`src/rtl/cpu_axi_bridge.sv`:
```
// Bridges the IF and MEM sram-like masters onto one AXI master port.
// Ports: clk/resetn, inst_sram_*, data_sram_*, AXI ar/r/aw/w/b. Option: AXI_BRIDGE_RBUF_EN.
module cpu_axi_bridge #(
  parameter logic [3:0] ID_INST  = 4'd0,
  parameter logic [3:0] ID_DATA  = 4'd1,
  parameter logic [3:0] WID_DATA = 4'd1
) (
  input  logic        clk,
  input  logic        resetn,
  input  logic        inst_sram_req,
  input  logic [31:0] inst_sram_addr,
  output logic        inst_sram_addr_ok,
  output logic        inst_sram_data_ok,
  output logic [31:0] inst_sram_rdata,
  input  logic        data_sram_req,
  input  logic        data_sram_wr,
  input  logic [1:0]  data_sram_size,
  input  logic [3:0]  data_sram_wstrb,
  input  logic [31:0] data_sram_addr,
  input  logic [31:0] data_sram_wdata,
  output logic        data_sram_addr_ok,
  output logic        data_sram_data_ok,
  output logic [31:0] data_sram_rdata,
  output logic [3:0]  arid,
  output logic [31:0] araddr,
  output logic [2:0]  arsize,
  output logic        arvalid,
  input  logic        arready,
  input  logic [3:0]  rid,
  input  logic [31:0] rdata,
  input  logic        rvalid,
  output logic        rready,
  output logic [3:0]  awid,
  output logic [31:0] awaddr,
  output logic [2:0]  awsize,
  output logic        awvalid,
  input  logic        awready,
  output logic [3:0]  wid,
  output logic [31:0] wdata,
  output logic [3:0]  wstrb,
  output logic        wlast,
  output logic        wvalid,
  input  logic        wready,
  input  logic        bvalid,
  output logic        bready
);

  typedef enum logic [1:0] {
    R_IDLE, R_AR, R_WAIT, R_BUF
  } rstate_t;

  typedef enum logic [1:0] {
    W_IDLE, W_SEND, W_RESP
  } wstate_t;

  rstate_t     r_q;
  wstate_t     w_q;
  logic [3:0]  arid_q;
  logic [31:0] araddr_q;
  logic [2:0]  arsize_q;
  logic        arvalid_q;
  logic        rready_q;
  logic [31:0] awaddr_q;
  logic [2:0]  awsize_q;
  logic [31:0] wdata_q;
  logic [3:0]  wstrb_q;
  logic        awvalid_q;
  logic        wvalid_q;
  logic        bready_q;

  logic        rd_dcand;
  logic        rd_acc;
  logic        wr_acc;
  logic        r_hit;
  logic [3:0]  r_id;
  logic [31:0] r_data;

  assign rd_dcand = data_sram_req & ~data_sram_wr;

  // reads wait for an idle write path (conservative RAW guard)
  assign rd_acc = resetn & (r_q == R_IDLE) & (w_q == W_IDLE)
                & (rd_dcand | inst_sram_req);

  // a store may overlap only an outstanding fetch
  assign wr_acc = resetn & data_sram_req & data_sram_wr
                & (w_q == W_IDLE)
                & ((r_q == R_IDLE) | (arid_q == ID_INST));

  assign inst_sram_addr_ok = rd_acc & ~rd_dcand;
  assign data_sram_addr_ok = (rd_acc & rd_dcand) | wr_acc;

`ifdef AXI_BRIDGE_RBUF_EN
  logic [31:0] rbuf_q;
  logic [3:0]  rid_q;
  assign r_hit  = (r_q == R_BUF);
  assign r_id   = rid_q;
  assign r_data = rbuf_q;
`else
  assign r_hit  = (r_q == R_WAIT) & rvalid;
  assign r_id   = rid;
  assign r_data = rdata;
`endif

  assign inst_sram_data_ok = resetn & r_hit & (r_id == ID_INST);
  assign data_sram_data_ok = resetn
    & ((r_hit & (r_id == ID_DATA)) | ((w_q == W_RESP) & bvalid));
  assign inst_sram_rdata = r_data;
  assign data_sram_rdata = r_data;

  assign arid    = arid_q;
  assign araddr  = araddr_q;
  assign arsize  = arsize_q;
  assign arvalid = arvalid_q;
  assign rready  = rready_q;
  assign awid    = WID_DATA;
  assign wid     = WID_DATA;
  assign awaddr  = awaddr_q;
  assign awsize  = awsize_q;
  assign awvalid = awvalid_q;
  assign wdata   = wdata_q;
  assign wstrb   = wstrb_q;
  assign wlast   = 1'b1;
  assign wvalid  = wvalid_q;
  assign bready  = bready_q;

  always_ff @(posedge clk or negedge resetn) begin
    if (!resetn) begin
      r_q       <= R_IDLE;
      w_q       <= W_IDLE;
      arid_q    <= '0;
      araddr_q  <= '0;
      arsize_q  <= '0;
      arvalid_q <= 1'b0;
      rready_q  <= 1'b0;
      awaddr_q  <= '0;
      awsize_q  <= '0;
      wdata_q   <= '0;
      wstrb_q   <= '0;
      awvalid_q <= 1'b0;
      wvalid_q  <= 1'b0;
      bready_q  <= 1'b0;
`ifdef AXI_BRIDGE_RBUF_EN
      rbuf_q    <= '0;
      rid_q     <= '0;
`endif
    end else begin
      unique case (r_q)
        R_IDLE: if (rd_acc) begin
          araddr_q  <= rd_dcand ? data_sram_addr : inst_sram_addr;
          arsize_q  <= rd_dcand ? {1'b0, data_sram_size} : 3'd2;
          arid_q    <= rd_dcand ? ID_DATA : ID_INST;
          arvalid_q <= 1'b1;
          r_q       <= R_AR;
        end
        R_AR: if (arready) begin
          arvalid_q <= 1'b0;
          rready_q  <= 1'b1;
          r_q       <= R_WAIT;
        end
        R_WAIT: if (rvalid) begin
          rready_q <= 1'b0;
`ifdef AXI_BRIDGE_RBUF_EN
          rbuf_q   <= rdata;
          rid_q    <= rid;
          r_q      <= R_BUF;
`else
          r_q      <= R_IDLE;
`endif
        end
        default: r_q <= R_IDLE;
      endcase

      unique case (w_q)
        W_IDLE: if (wr_acc) begin
          awaddr_q  <= data_sram_addr;
          awsize_q  <= {1'b0, data_sram_size};
          wdata_q   <= data_sram_wdata;
          wstrb_q   <= data_sram_wstrb;
          awvalid_q <= 1'b1;
          wvalid_q  <= 1'b1;
          w_q       <= W_SEND;
        end
        W_SEND: begin
          if (awready) awvalid_q <= 1'b0;
          if (wready)  wvalid_q  <= 1'b0;
          if ((~awvalid_q | awready) & (~wvalid_q | wready)) begin
            bready_q <= 1'b1;
            w_q      <= W_RESP;
          end
        end
        W_RESP: if (bvalid) begin
          bready_q <= 1'b0;
          w_q      <= W_IDLE;
        end
        default: w_q <= W_IDLE;
      endcase
    end
  end

endmodule
```
`config.mk`:
```
export PLATFORM = sky130hd
export DESIGN_NAME = cpu_axi_bridge
export DESIGN_NICKNAME = d
export VERILOG_FILES = /design/src/rtl/cpu_axi_bridge.sv
export SDC_FILE = /design/constraint.sdc
export NUM_CORES = 1
export LEC_CHECK = 0
export ABC_AREA = 1
export BUFFER_PORTS_ARGS = -buffer_cell sky130_fd_sc_hd__buf_4
export CORE_AREA = 2 2 132 134
export CTS_BUF_LIST = sky130_fd_sc_hd__clkbuf_8
export DETAILED_ROUTE_END_ITERATION = 16
export DIE_AREA = 0 0 134 136
export PLACE_DENSITY = 0.75
export SLEW_MARGIN = 15
export SYNTH_ARGS = -nofsm -noshare
export SYNTH_HDL_FRONTEND = slang
export SYNTH_SLANG_ARGS = --single-unit
```
`constraint.sdc`:
```
create_clock -name clk -period 2.9 [get_ports clk]
set_clock_uncertainty 0.15 [all_clocks]
set_input_delay 0.29 -clock clk [delete_from_list [all_inputs] [get_ports clk]]
set_output_delay 0.29 -clock clk [all_outputs]
set_load 0.01 [all_outputs]
```
==> results.json <==
{
  "outcome": "completed",
  "antenna_found_initial": 0,
  "tightest_slew_ps": 827,
  "grtUsageTotal_pct": 20.6,
  "synth_area_per_cell_um2": 8.00,
  "setup_tns_ps": 0,
  "maxCapViolCount": 0,
  "h-tree-depth": 4,
  "min_to": "araddr[28]",
  "postRouteWirelength_mm": 18.6,
  "setup_viol": 0,
  "whs_path_depth": 5,
  "cts.sinks": 114,
  "drt_first_pass_iters": 4,
  "portBuffers": 229,
  "max_slew_margin_pct": 44.9,
  "seq_area_frac_synth_pct": 50.0,
  "finalHoldViolCount": 0,
  "power_leakage_nw": 4.55,
  "synthesis.instances": 714,
  "die_area_mm2": 0.0182,
  "cp_max_fo": 19,
  "place_ws_ps": 855,
  "postCtsHoldBufs": 87,
  "hold_path_startpoint": "inst_sram_addr[28]",
  "path_clk_slew_ps": 70,
  "core_mm2": 0.0169,
  "clk_latency_ps": 430,
  "num_vias": 5519,
  "die_h_um": 136,
  "drive_gt1_share_pct": 29.4,
  "fmax_ghz": 0.413,
  "die_w_um": 134,
  "dp_hpwl_mm": 11.8,
  "multi_input_area_mm2": 0.00201,
  "synth_cell_types": 20,
  "yosysWarnings": 0,
  "place_inst": 1072,
  "start_util_pct": 33.8,
  "syn2layout_area_growth_pct": 44.9,
  "ant_nets": 0,
  "timing.rr.start": "w_q[1]",
  "n_antenna_cell": 0,
  "grt_pass1_wl_mm": 29.0,
  "powerDensity_mw_per_mm2": 904,
  "ctsResizeCount": 0,
  "hold_class": "in2reg",
  "cts_made_buffers": 17,
  "maxSlewViolCount": 0,
  "drtIter0Drc": 303,
  "fin_util_pct": 49.0,
  "worstPathArrival_ps": 1980,
  "io_pins": 340,
  "r2r_slack_ps": 1000,
  "r2r_end": "wdata[2]",
  "drc": 0,
  "critical_path_class": "in2out",
  "layout.cells.non_filler": 1191,
  "wire_per_inst_um": 15.6,
  "critPathRequiredTime_ps": 2460,
  "synth_area_mm2": 0.00571,
  "grt_max_degree": 71,
  "vias_per_cell": 4.63,
  "synth_top_cell_area_share_pct": 50.0,
  "fin_crit_ps": 2420,
  "post_cts_buffers": 0,
  "synthTopCellsByArea": "dfrtp_1 (50%), nand2_1 (19%), nand3_1 (12%), buf_4 (11%), buf_6 (1.6%)",
  "cp-start-kind": "input pin",
  "gp_congestion": 0.804,
  "nNetsFinal": 1101,
  "cts_root_buf": "clkbuf_8",
  "n_fill_cell": 1575,
  "crit_path_end_kind": "primary output",
  "worstRegToRegCells": 6,
  "ys_ff_latch": 114,
  "period_share_pct": 83.5,
  "rows": 48,
  "clockBufferDepth": 2,
  "synth_largest_area_cell": "dfrtp_1",
  "worst_slack_ps": 479,
  "fin_total_pwr_w": 0.00748,
  "peakVddDrop_mv": 0.406,
  "ff_latch_area_mm2": 0.00285,
  "grt_overflow": 0,
  "rsz0062_at_grt": "no",
  "grt_pass1_vias": 5552,
  "cts_tree": "yes"
}
## power by group
group          total, W  internal [W]  switching [W]
logic           0.00318       0.00150        0.00168
clock network   0.00143      0.000755       0.000676
registers       0.00286       0.00237       0.000489
total           0.00748       0.00463        0.00285
## worst max-delay path, cell delays in order
cell	delay (ps)
dlygate4sd3_1	530
buf_4	250
nand2_1	130
nor2_4	380
nand3_1	160
nand2_1	100
buf_4	140
## placed cells by master, fill, tap and decap left out
cell type	synthesis	layout
a21oi_1	1	1
buf_4	81	241
bufinv_16	0	1
clkbuf_8	0	21
clkinv_2	0	6
clkinvlp_4	0	3
conb_1	2	14
dfrtp_1	114	114
dlygate4sd3_1	0	87
inv_1	15	16
inv_2	3	3
nand2_1	296	295
nand2_2	3	4
nand3_1	139	139
nand3_2	2	2
nor2_1	8	8
nor2_4	2	2
nor3_1	1	1
o21ai_0	5	5
o21ai_1	2	2
o21ai_4	0	1
## layout make-up
type	count	area share, %
Timing Repair Buffer	328	32.4
Clock buffer	21	3.49
Inverter	18	0.817
Multi-Input combinational cell	474	24.4
Tap cell	225	3.40
Clock inverter	11	1.04
Sequential cell	114	34.5
## through the flow
| stage | hold WS (ps) | cell area (µm²) |
|---|---|---|
| 6_report | 37.1 | 8270 |
| 5_1_grt | 14.5 | 8270 |
| 4_1_cts | 0.693 | 8270 |
| 3_5_place_dp | 18.4 | 7030 |
| 3_3_place_gp | 21.8 | 7030 |
| 2_1_floorplan | -156 | 5760 |
## registers in the layout, summed over array words and instances (netlist names)
signal,flops
araddr,32
arid,1
arsize,2
arvalid,1
awaddr,32
awsize,2
awvalid,1
bready,1
r_q,2
rready,1
w_q,2
wdata,32
wstrb,4
wvalid,1
## synthesized netlist by cell type
cell        n
nand2_1   296
nand3_1   139
dfrtp_1   114
buf_4      81
inv_1      15
clkbuf_1   14
buf_2      13
buf_6       8
nor2_1      8
o21ai_0     5
buf_1       4
inv_2       3
nand2_2     3
conb_1      2
nand3_2     2
nor2_4      2
o21ai_1     2
a21oi_1     1
nor3_1      1
o21ai_2     1
## routing by layer
layer	track usage, %	up-vias	routed length, µm
met5	0	-	0
met4	9.46	0	520
met3	5.00	55	1280
met2	34.5	243	9250
met1	25.2	2588	7560
li1	-	2633	-
## worst max path at each step
stage | end | start | slack (ps)
floorplan | inst_sram_addr_ok | data_sram_req | 1280
global placement | wdata[3] | data_sram_req | 870
detailed placement | awaddr[27] | data_sram_req | 850
CTS | data_sram_addr_ok | resetn | 440
global route | data_sram_addr_ok | r_q[1] | 270
finish | data_sram_addr_ok | resetn | 480
## cell families after synthesis
logic type / count (synthesis) / share of synthesized area, %
AOI/OAI and AO/OA: 9 / 0.854
buffers and inverters: 138 / 15.7
DFF: 114 / 50.0
other: 2 / 0.132
and+or+nand+nor: 451 / 33.3
Note: power is estimated with default switching activity, not from simulation.
